### src/rtl/prog_loader.sv
// prog_loader: writer side of the instruction store.
// Frames a UART byte stream (SYNC, COUNT, N x 4-byte big-endian words, CHK) into
// instruction words and writes them sequentially into the instruction RAM. The CPU is
// held in reset while a frame is in flight and released once the checksum matches.
//
// Ports:
//   clk      - system clock, rising edge
//   rst_n    - asynchronous active-low reset
//   RxData   - received byte
//   RxValid  - one-cycle strobe qualifying RxData
//   WeRAM    - instruction RAM write enable (one-cycle pulse)
//   AddrRAM  - instruction RAM write address
//   DataRAM  - instruction RAM write data
//   CpuHold  - holds the CPU in reset while high
//   Done     - last frame loaded with a good checksum (sticky)
//   Error    - last frame aborted by bad checksum or timeout (sticky)
module prog_loader #(
    parameter int unsigned ADDR_W    = 8,
    parameter int unsigned DATA_W    = 29,
    parameter logic [7:0]  SYNC_BYTE = 8'hA5,
    parameter int unsigned TIMEOUT   = 100000
) (
    input  logic              clk,
    input  logic              rst_n,
    input  logic [7:0]        RxData,
    input  logic              RxValid,
    output logic              WeRAM,
    output logic [ADDR_W-1:0] AddrRAM,
    output logic [DATA_W-1:0] DataRAM,
    output logic              CpuHold,
    output logic              Done,
    output logic              Error
);

    localparam int unsigned TW = $clog2(TIMEOUT + 1);

    typedef enum logic [2:0] {
        st_idle,
        st_count,
        st_word,
        st_check,
        st_done,
        st_err
    } state_t;

    state_t            state;
    logic [ADDR_W:0]   nwords;     // one extra bit so COUNT=0 can mean 2^ADDR_W
    logic [ADDR_W:0]   wcnt;
    logic [1:0]        byte_idx;
    logic [7:0]        chk;
    logic [23:0]       shreg;      // first three bytes of the word being assembled
    logic [TW-1:0]     timer;
    logic              active;
    logic              expire;
    logic [DATA_W-1:0] word_trunc;

    always_comb begin
        active     = (state == st_count) || (state == st_word) || (state == st_check);
        // A byte in the expiry cycle wins over the timeout.
        expire     = !RxValid && (timer == TW'(TIMEOUT - 1));
        word_trunc = DATA_W'({shreg, RxData});
    end

    always_ff @(posedge clk or negedge rst_n) begin
        if (!rst_n) begin
            state    <= st_idle;
            WeRAM    <= 1'b0;
            AddrRAM  <= '0;
            DataRAM  <= '0;
            CpuHold  <= 1'b0;
            Done     <= 1'b0;
            Error    <= 1'b0;
            nwords   <= '0;
            wcnt     <= '0;
            byte_idx <= '0;
            chk      <= '0;
            shreg    <= '0;
            timer    <= '0;
        end else begin
            WeRAM <= 1'b0;

            if (active) begin
                timer <= RxValid ? '0 : timer + TW'(1);
            end

            if (active && expire) begin
                state <= st_err;
                Error <= 1'b1;
            end else begin
                case (state)
                    st_idle, st_done, st_err: begin
                        if (RxValid && (RxData == SYNC_BYTE)) begin
                            state   <= st_count;
                            CpuHold <= 1'b1;
                            Done    <= 1'b0;
                            Error   <= 1'b0;
                            AddrRAM <= '0;
                            chk     <= '0;
                            timer   <= '0;
                        end
                    end

                    st_count: begin
                        if (RxValid) begin
                            nwords   <= (RxData == 8'd0) ? {1'b1, {ADDR_W{1'b0}}}
                                                         : (ADDR_W + 1)'(RxData);
                            wcnt     <= '0;
                            byte_idx <= '0;
                            state    <= st_word;
                        end
                    end

                    st_word: begin
                        // Cycle after the pulse: advance address and word count.
                        if (WeRAM) begin
                            AddrRAM <= AddrRAM + ADDR_W'(1);
                            wcnt    <= wcnt + (ADDR_W + 1)'(1);
                            if ((wcnt + (ADDR_W + 1)'(1)) == nwords) begin
                                state <= st_check;
                            end
                        end
                        if (RxValid) begin
                            shreg    <= {shreg[15:0], RxData};
                            chk      <= chk + RxData;
                            byte_idx <= byte_idx + 2'd1;
                            if (byte_idx == 2'd3) begin
                                WeRAM   <= 1'b1;
                                DataRAM <= word_trunc;
                            end
                        end
                    end

                    st_check: begin
                        if (RxValid) begin
                            if (RxData == chk) begin
                                state   <= st_done;
                                Done    <= 1'b1;
                                CpuHold <= 1'b0;
                            end else begin
                                state <= st_err;
                                Error <= 1'b1;
                            end
                        end
                    end

                    default: state <= st_idle;
                endcase
            end
        end
    end

endmodule

### config.mk
export PLATFORM = sky130hd
export DESIGN_NAME = prog_loader
export DESIGN_NICKNAME = d
export VERILOG_FILES = /design/src/rtl/prog_loader.sv
export SDC_FILE = /design/constraint.sdc
export NUM_CORES = 1
export LEC_CHECK = 0
export CAP_MARGIN = 20
export CORE_MARGIN = 4
export CORE_UTILIZATION = 57
export CTS_CLUSTER_SIZE = 30
export DETAILED_ROUTE_END_ITERATION = 16
export HOLD_SLACK_MARGIN = 0.1
export PLACE_DENSITY = 0.79
export SLEW_MARGIN = 20
export SYNTH_ARGS = -nofsm -noshare
export SYNTH_HDL_FRONTEND = slang
export SYNTH_SLANG_ARGS = --single-unit
### constraint.sdc
create_clock -name clk -period 2.9 [get_ports clk]
set_input_delay 0.725 -clock clk [delete_from_list [all_inputs] [get_ports clk]]
set_output_delay 0.725 -clock clk [all_outputs]
set_load 0.01 [all_outputs]
# After elaboration in Yosys (flattened, before gate mapping)
# Cells that the tools add are included.
[word_totals]
elab_cells = 105
in_bits = 11
out_inout_bits = 41
reg_bits = 110
[op_classes]
addsub = 5
eq_ne = 22
reduce_logical = 23
mux = 41
n_bitwise = 1
[ops]
columns = ["op", "count"]
rows = [
  ["17-bit two-way mux", 5],
  ["8-bit one-hot mux with 2 select lines", 2],
  ["9-bit two-way mux", 3],
  ["8-bit two-way mux", 3],
  ["4-bit AND reduction", 6],
  ["3-bit two-way mux", 6],
  ["9-bit one-hot mux with 2 select lines", 1],
  ["17-bit by 1-bit adder with 17-bit output (second input constant)", 1],
  ["17-bit == test (second input constant)", 1],
  ["1-bit two-way mux", 14],
  ["3-bit one-hot mux with 4 select lines", 1],
  ["2-bit inequality test (second input constant)", 5],
  ["5-bit AND reduction", 2],
  ["9-bit by 1-bit adder with 9-bit output (second input constant)", 1],
  ["9-bit == test", 1],
  ["3-bit by 2-bit inequality test with 1-bit output (second input constant)", 3],
  ["8-bit by 1-bit adder with 8-bit output (second input constant)", 1],
  ["8-bit adder", 1],
  ["8-bit == test", 1],
  ["8-bit == test (second input constant)", 1],
  ["8-bit zero test", 1],
  ["3-bit by 2-bit == test with 1-bit output (second input constant)", 2],
  ["3-bit == test (second input constant)", 2],
  ["3-bit inequality test (second input constant)", 2],
  ["other kinds (17)", 26],
]

# Depth between registers and ports, before layout
[logic_depth]
depth_word = 7
ltp_mapped = 8
ltp_nobuf = 7

# Worst setup path before layout
# Ideal clock, no wire load.
[synth_path]
kind = "input -> register"
from = "input RxData[4]"
to = "register state[0]"
cell_stages = 6
t_arrival_ns = 2.335
n_path_buf = 0
setup_slack_ns = 0.429
setup_ns = 0.136
t_required_ns = 2.764
path_cell_list = "ha_1 > or4_1 > o311ai_0 > a21oi_1 > a221oi_1 > o21ai_0"
[synth_between]
elab_chain_cells = 5
word_cells_on_any_way = 9
cone_classes = "eq/ne: 3; mux: 4; reduce/logical: 2"
[synth_rtl]
columns = ["item", "line_no", "rtl"]
rows = [
  ["start: declaration", "25", "input logic [7:0] RxData,"],
  ["8-bit == test", "135", "if (RxData == chk) begin"],
  ["1-bit two-way mux", "135", ""],
  ["3-bit two-way mux", "134", "if (RxValid) begin"],
  ["3-bit one-hot mux with 4 select lines", "90", "case (state)"],
  ["3-bit two-way mux", "86", "if (active && expire) begin"],
  ["end signal: assignment", "87", "state <= st_err;"],
  ["end signal: assignment", "93", "state <= st_count;"],
  ["end signal: assignment", "136", "state <= st_done;"],
  ["end: declaration", "46", "state_t state;"],
]
# Parallel ways exist; a longest one is shown, timed or not. The select of a mux whose other input is x is not followed.
# A chain may end at the register's enable or synchronous reset.

# Worst setup path in the final report
# Same ends and word-level chain as after synthesis.

==> results list <==
- Across the VDD grid, the largest voltage drop is 0.664 mV.
* I/O pins: 52
* Prevailing post-synth register cell: dfrtp_1
* Highest achievable clock rate: 375 MHz
- Slowest stage cell on the critical path: or4_1
- Slowest stage delay, CP: 0.54 ns
- Critical path startpoint category: input port
- The clock tree synthesis step divided the H-tree into 3 levels.
* Floorplan die height: 106 um
- The clock arrives with 0.0159 ns of skew.
* Final number of max-transition violations: 0
- Buffers and inverters on the worst path: 1
- Post-synthesis register bit count: 110
- Once the floorplan was initialized, standard cells occupied 58.8% of the core.
* Internal power: 3900 uW
- Fin nets: 572
- Of all nets on the critical path, the largest fanout is 2.
* Data required time at the worst endpoint: 3.14 ns
* Antenna diode count: 0
* Fraction of final layout cells with drive strength greater than 1: 22.2%
- The run finished with clean final reports.
- Non-filler instance count after layout: 683
* FFs w/ async S/R, synth: 100%
- Post-Syn Instances: 479
- Entering global routing, the biggest net connects 82 pins.
- Once the clock tree was built, the resizer swapped 0 gates to a different size.
* Antenna Nets Post-Route: 0
- Smallest setup slack after layout: 0.236 ns
- Number of I/O port buffers: 51
- Prior to clock tree synthesis, the placed netlist has a worst setup slack of -0.228 ns.
- The routed design has 11,400 um of wire.
- After clock tree synthesis, the flow added hold-fix buffers numbering 0.
* Initial antenna violation count: 0
* Total number of vias: 3,979
* Row Count: 35
* Synthesized area per cell: 11.3 sq um
- CP arrival: 2.91 ns
* Post-detailed-placement half-perimeter wirelength: 8090 um
- Total DRC errors in the routed layout: 0
- In this run switching power makes up 34.2% of total power.
- Total clock buffers created by CTS: 9
- Part of the power in registers: 42.0%
- Switching power: 2030 uW
* Routability congestion estimate: 0.892
- After detailed routing, the average wire length per cell comes to 16.6 um.
- Pre-antenna DRT Iters: 4
- Sequential cells were found to cover 50.6% of the synthesized design area.
- Maximum number of buffers from clock root to sink: 2
- Post-synth cell types: 64
- After detailed placement, the design holds a cell count of 667.
- After layout, the worst path uses 91.9% of the clock period.
- The routed design could run at a clock period as short as 2.66 ns.
- Setup repair after global routing left no endpoint under its margin.
- The via count of the first global-routing pass was 4,091.
- First-iteration detailed-routing DRC count: 203
- CTS placed an instance of clkbuf_8 at the clock tree root.
- For this run, the total global-route usage over all layers was measured as 21.5%.
- The floorplan step defined a die boundary enclosing 0.0112 sq mm.
- Power spread over the standard cell area amounts to 915 mW/mm^2.
- Combinational logic burns 40.5% of the power.
- Max Cap Viol: 0
- Critical path capture point type: flip-flop
* TritonCTS clock tree: yes
- Synthesis warning total: 0
* Clock Pin Slew Worst Setup and Hold Paths: 0.11 ns
- Count of flip-flops with a built-in enable after synthesis: 0
* Congestion Overflow GR: 0
- Wire length of the first global-routing pass: 19,600 um
* Max transition margin: 55.4%
* Number of buffers inserted by post-CTS setup repair: 0
* Worst Hold Class: input port to async pin
- Category of the most critical setup path: input port to flip-flop
- Standard cell area after detailed placement: 0.00625 sq mm
* Transition time at the pin with the least slew margin: 0.667 ns
- Area Overhead vs Synth: 19.1%
- Once layout is done, the placed cells without fillers occupy 0.00647 sq mm.
- Total leakage power: 0.00277 uW
- Mapped Area: 0.00544 sq mm
* Drt via density: 5.83
* Clock Power Share: 17.5%
* Category of cells accounting for the largest share of critical-path delay: compound AO/OA/AOI/OAI gates
* Total core area: 0.00924 sq mm
- Core occupancy in the finished layout: 70.1%
* Hold Vio Cnt, Final: 0
- Clock tree synthesis found a total of 110 sinks.
- Net count of the mapped netlist: 502
- Setup violations remaining at the end of the flow were counted as 0.
- Horizontal die dimension: 106 um
* Critical path cell sequence: clkdlybuf4s50_1 -> ha_1 -> or4_1 -> o311ai_1 -> a21oi_1 -> a221oi_1 -> o21ai_0
* Clk Latency, worst-skew pair: 0.38 ns
## final cells by class
| type | count | area (sq um) |
|---|---|---|
| inverter | 14 | 55.1 |
| clock buffer | 9 | 124 |
| clock inverter | 7 | 103 |
| fill | 655 | 2770 |
| tap | 129 | 161 |
| timing repair buffer | 81 | 771 |
| multi-input combinational | 333 | 2510 |
| sequential | 110 | 2750 |
## worst register-to-register path: stages, from the launching register on
cell      delay [ns]
dfrtp_1         0.43
ha_1            0.30
or4_1           0.55
o311ai_1        0.31
a21oi_1         0.13
a221oi_1        0.26
o21ai_0         0.14
## cell usage in the layout (no fill, tap or decap), types with 9 or more instances in the layout
cell type,synthesis,layout
dfrtp_1,110,110
mux2_2,57,57
clkdlybuf4s50_1,0,50
nor2_1,33,33
buf_4,5,28
nand2_1,23,23
nand3_1,22,22
xnor2_1,19,19
a31oi_1,15,15
o21ai_0,14,14
inv_1,13,13
nor3_1,12,12
xor2_1,12,12
ha_1,11,11
o31ai_1,10,10
a21oi_1,10,10
clkbuf_8,0,9
## flip-flops by register name, summed over array words and instances, names as in the netlist, 3 cells and up
register	count
DataRAM	29
shreg	21
timer	17
nwords	9
wcnt	9
AddrRAM	8
chk	8
state	3
## Yosys cell counts, types with 8 or more instances
library cell  count  share of area (%)
dfrtp_1         110                 51
mux2_2           57                 12
nor2_1           33                2.3
nand2_1          23                1.6
nand3_1          22                2.0
xnor2_1          19                3.1
a31oi_1          15                1.7
o21ai_0          14                1.3
buf_2            13                1.2
inv_1            13               0.90
nor3_1           12                1.1
xor2_1           12                1.9
ha_1             11                2.5
a21oi_1          10               0.92
o31ai_1          10                1.4
and3_1            8               0.92
## cell families (layout without fill, tap and decap cells)
kind of cell / Yosys count / after routing / share of synthesized area, %
simple gates: 149 / 149 / 15.3
flops: 110 / 110 / 50.6
compound gates: 82 / 82 / 10.8
mux: 59 / 59 / 12.2
buf+inv: 36 / 111 / 3.20
xor+xnor: 31 / 31 / 5.00
fa+ha+maj: 12 / 12 / 2.90
## path summary, 6_finish.rpt
path,startpoint,to,slack [ns],depth (start not counted)
setup / recovery,RxData[4],state[0],0.24,7
hold / removal,rst_n,timer[15],0.26,1
setup reg to reg,chk[1],state[0],0.65,6
hold reg to reg,AddrRAM[7],AddrRAM[7],0.49,1
max in group asynchronous,rst_n,nwords[8],1.89,2
min in group clk,AddrRAM[7],AddrRAM[7],0.49,1
## routing by layer
layer	part of all wire [%]	track usage [%]
met1	46	29.6
met2	49	34.8
met5	0	0
met3	4.6	5.21
met4	0.77	4.53
## per-stage QoR
| step | hold slack, ns | setup TNS [ns] | power (uW) |
|---|---|---|---|
| finish | 0.265 | 0 | 5920 |
| global route | 0.279 | 0 | 6330 |
| CTS | 0.261 | 0 | 5960 |
| detailed placement | 0.480 | -0.435 | 4910 |
| global placement | 0.475 | -0.217 | 4800 |
| floorplan | 0.429 | 0 | 3960 |
## power groups by stage
stage	combinational (uW)	clock (uW)	sequential (uW)
floorplan	1500	0	2460
global placement	2320	0	2480
detailed placement	2400	0	2510
CTS	2420	1060	2490
global route	2630	1120	2570
finish	2400	1040	2490
(Power assumes the default switching activity.)
==> edit, RTL diff (same flow settings) <==
Add an input register stage for `RxData` and `RxValid`; this delays them by one clock. Comments in the files are not updated.
--- a/src/rtl/prog_loader.sv
+++ b/src/rtl/prog_loader.sv
@@ -43,6 +43,14 @@
         st_err
     } state_t;
 
+    logic [7:0] RxData_q;
+    logic RxValid_q;
+
+    always_ff @(posedge clk) begin
+        RxData_q  <= RxData;
+        RxValid_q <= RxValid;
+    end
+
     state_t            state;
     logic [ADDR_W:0]   nwords;     // one extra bit so COUNT=0 can mean 2^ADDR_W
     logic [ADDR_W:0]   wcnt;
@@ -57,8 +65,8 @@
     always_comb begin
         active     = (state == st_count) || (state == st_word) || (state == st_check);
         // A byte in the expiry cycle wins over the timeout.
-        expire     = !RxValid && (timer == TW'(TIMEOUT - 1));
-        word_trunc = DATA_W'({shreg, RxData});
+        expire     = !RxValid_q && (timer == TW'(TIMEOUT - 1));
+        word_trunc = DATA_W'({shreg, RxData_q});
     end
 
     always_ff @(posedge clk or negedge rst_n) begin
@@ -80,7 +88,7 @@
             WeRAM <= 1'b0;
 
             if (active) begin
-                timer <= RxValid ? '0 : timer + TW'(1);
+                timer <= RxValid_q ? '0 : timer + TW'(1);
             end
 
             if (active && expire) begin
@@ -89,7 +97,7 @@
             end else begin
                 case (state)
                     st_idle, st_done, st_err: begin
-                        if (RxValid && (RxData == SYNC_BYTE)) begin
+                        if (RxValid_q && (RxData_q == SYNC_BYTE)) begin
                             state   <= st_count;
                             CpuHold <= 1'b1;
                             Done    <= 1'b0;
@@ -101,9 +109,9 @@
                     end
 
                     st_count: begin
-                        if (RxValid) begin
-                            nwords   <= (RxData == 8'd0) ? {1'b1, {ADDR_W{1'b0}}}
-                                                         : (ADDR_W + 1)'(RxData);
+                        if (RxValid_q) begin
+                            nwords   <= (RxData_q == 8'd0) ? {1'b1, {ADDR_W{1'b0}}}
+                                                         : (ADDR_W + 1)'(RxData_q);
                             wcnt     <= '0;
                             byte_idx <= '0;
                             state    <= st_word;
@@ -119,9 +127,9 @@
                                 state <= st_check;
                             end
                         end
-                        if (RxValid) begin
-                            shreg    <= {shreg[15:0], RxData};
-                            chk      <= chk + RxData;
+                        if (RxValid_q) begin
+                            shreg    <= {shreg[15:0], RxData_q};
+                            chk      <= chk + RxData_q;
                             byte_idx <= byte_idx + 2'd1;
                             if (byte_idx == 2'd3) begin
                                 WeRAM   <= 1'b1;
@@ -131,8 +139,8 @@
                     end
 
                     st_check: begin
-                        if (RxValid) begin
-                            if (RxData == chk) begin
+                        if (RxValid_q) begin
+                            if (RxData_q == chk) begin
                                 state   <= st_done;
                                 Done    <= 1'b1;
                                 CpuHold <= 1'b0;
Function: changed (a bounded check fails within 4 cycles, from zero or initial values and one cycle with rst_n low).
==> edit against the unedited design <==
First-iteration DRC count is 9.4% higher. Total power is 7.7% higher. Critical path depth is 2 lower. Worst setup slack better by 0.32 ns. Synthesized area hardly changed. Routed wire length is 1.9% higher. Sequential cell count is 9 higher. Critical endpoint is now timer[7]. Design area is 2.4% higher.
==> edit: results (changes against the unedited design) <==
Run status
  – Status: complete, no violations

Setup path
  – Critical-path top delay cell: or4_1
  – Critical path's top delay family: simple AND/OR/NAND/NOR gates
  – Crit Path Max Fanout: 17 (+15)
  – Max incr delay on CP: 0.61 ns (+0.07 ns)

Route
  – Routed WL: 11,600 um (+1.9%)
  – Wire length on met1: 5070 um (-3.3%)
  – Routed wl met3: 616 um (+18%)
  – Via count: 3,830 (-3.7%)
  – Detailed Routing Iterations Pass 1: 5 (+1)
  – WL met2: 5780 um (+4.7%)

Place
  – Placement Cell Area: 0.00606 sq mm (-2.9%)
  – Post-placement cell count: 635 (-4.8%)
  – Hpwl dp: 7700 um (-4.8%)
  – Post-Place Worst Slack: 0.572 ns (+0.800 ns)
  – Gpl congestion: 0.896 (+0.48%)

STA
  – Layout Skew: 0.00790 ns (-0.00798 ns)
  – Relative slew slack: 54.0% (-1.5 points)

Global routing
  – First-pass GRT wire length: 20,000 um (+2.0%)
  – Met2 GRT Util: 37.1% (+2.3 points)
  – M1 GR Usage: 28.2% (-1.4 points)
  – Number of global-route vias before repair: 4,009 (-2.0%)
  – Gr usage total: 22.6% (+1.2 points)
  – Largest net degree at the start of global routing: 44 (-46%)

Synthesis
  – Adder-cell share of the synthesized area: 2.90% (about the same)
  – Post-synthesis xor/xnor area fraction: 6.28% (+1.3 points)
  – Distinct cells, synth: 55 (-14%)
  – Mean cell area of the mapped netlist: 11.6 sq um (+2.2%)
  – Post-synthesis compound-gate area fraction: 7.96% (-2.8 points)
  – Multiplexer area fraction after synthesis: 13.0% (+0.78 points)
  – Mapped Nets: 492 (-2.0%)
  – Largest cells by area after synthesis: dfrtp_1 51%, mux2_2 12%, xnor2_1 3.7%, dfxtp_1 3.3%, nor2_1 3.0%
  – Fraction of registers with async set/reset: 92.4% (-7.6 points)
  – Seq/Total Area, Yosys: 53.9% (+3.3 points)

Clock tree
  – H-tree depth: 4 (+1)
  – TritonCTS buffer count: 17 (+8)
  – Worst skew pair latency: 0.52 ns (+0.14 ns)
  – Reg clk slew, reported paths: 0.07 ns (-0.04 ns)

Power and ir drop
  – P_leak: 0.00293 uW (+6.0%)
  – Max IR drop VDD: 0.604 mV (-9.0%)

Layout
  – Layout cells sized above 1: 19.9% (-2.3 points)
  – Fin nets: 548 (-4.2%)
  – Number of cells in the finished layout apart from fillers: 667 (-2.3%)
[edit: final timing paths]
| path | start | to | slack, ns | cells past startpoint |
|---|---|---|---|---|
| worst max-delay path | RxData_q[1] | timer[7] | 0.55 | 5 |
| min in group clk | CpuHold | CpuHold | 0.49 | 1 |
| worst min-delay path | rst_n | AddrRAM[2] | 0.20 | 1 |
| worst min register to register | CpuHold | CpuHold | 0.49 | 1 |
| worst max register to register | RxData_q[1] | timer[7] | 0.55 | 5 |
| max in group asynchronous | rst_n | state[2] | 1.96 | 2 |
[edit: final cells by class]
type | instances | area [sq um]
inverters | 6 | 22.5
repair buffers | 58 | 561
clock buffers | 17 | 414
flip-flops and latches | 119 | 2930
well taps | 129 | 161
fillers | 635 | 2650
clock inverters | 15 | 154
multi-input cells | 323 | 2390
[edit: power breakdown]
part	switching, uW	internal, uW
Sequential	405	2160
Clock	891	1100
Combinational	791	1040
Total	2090	4300
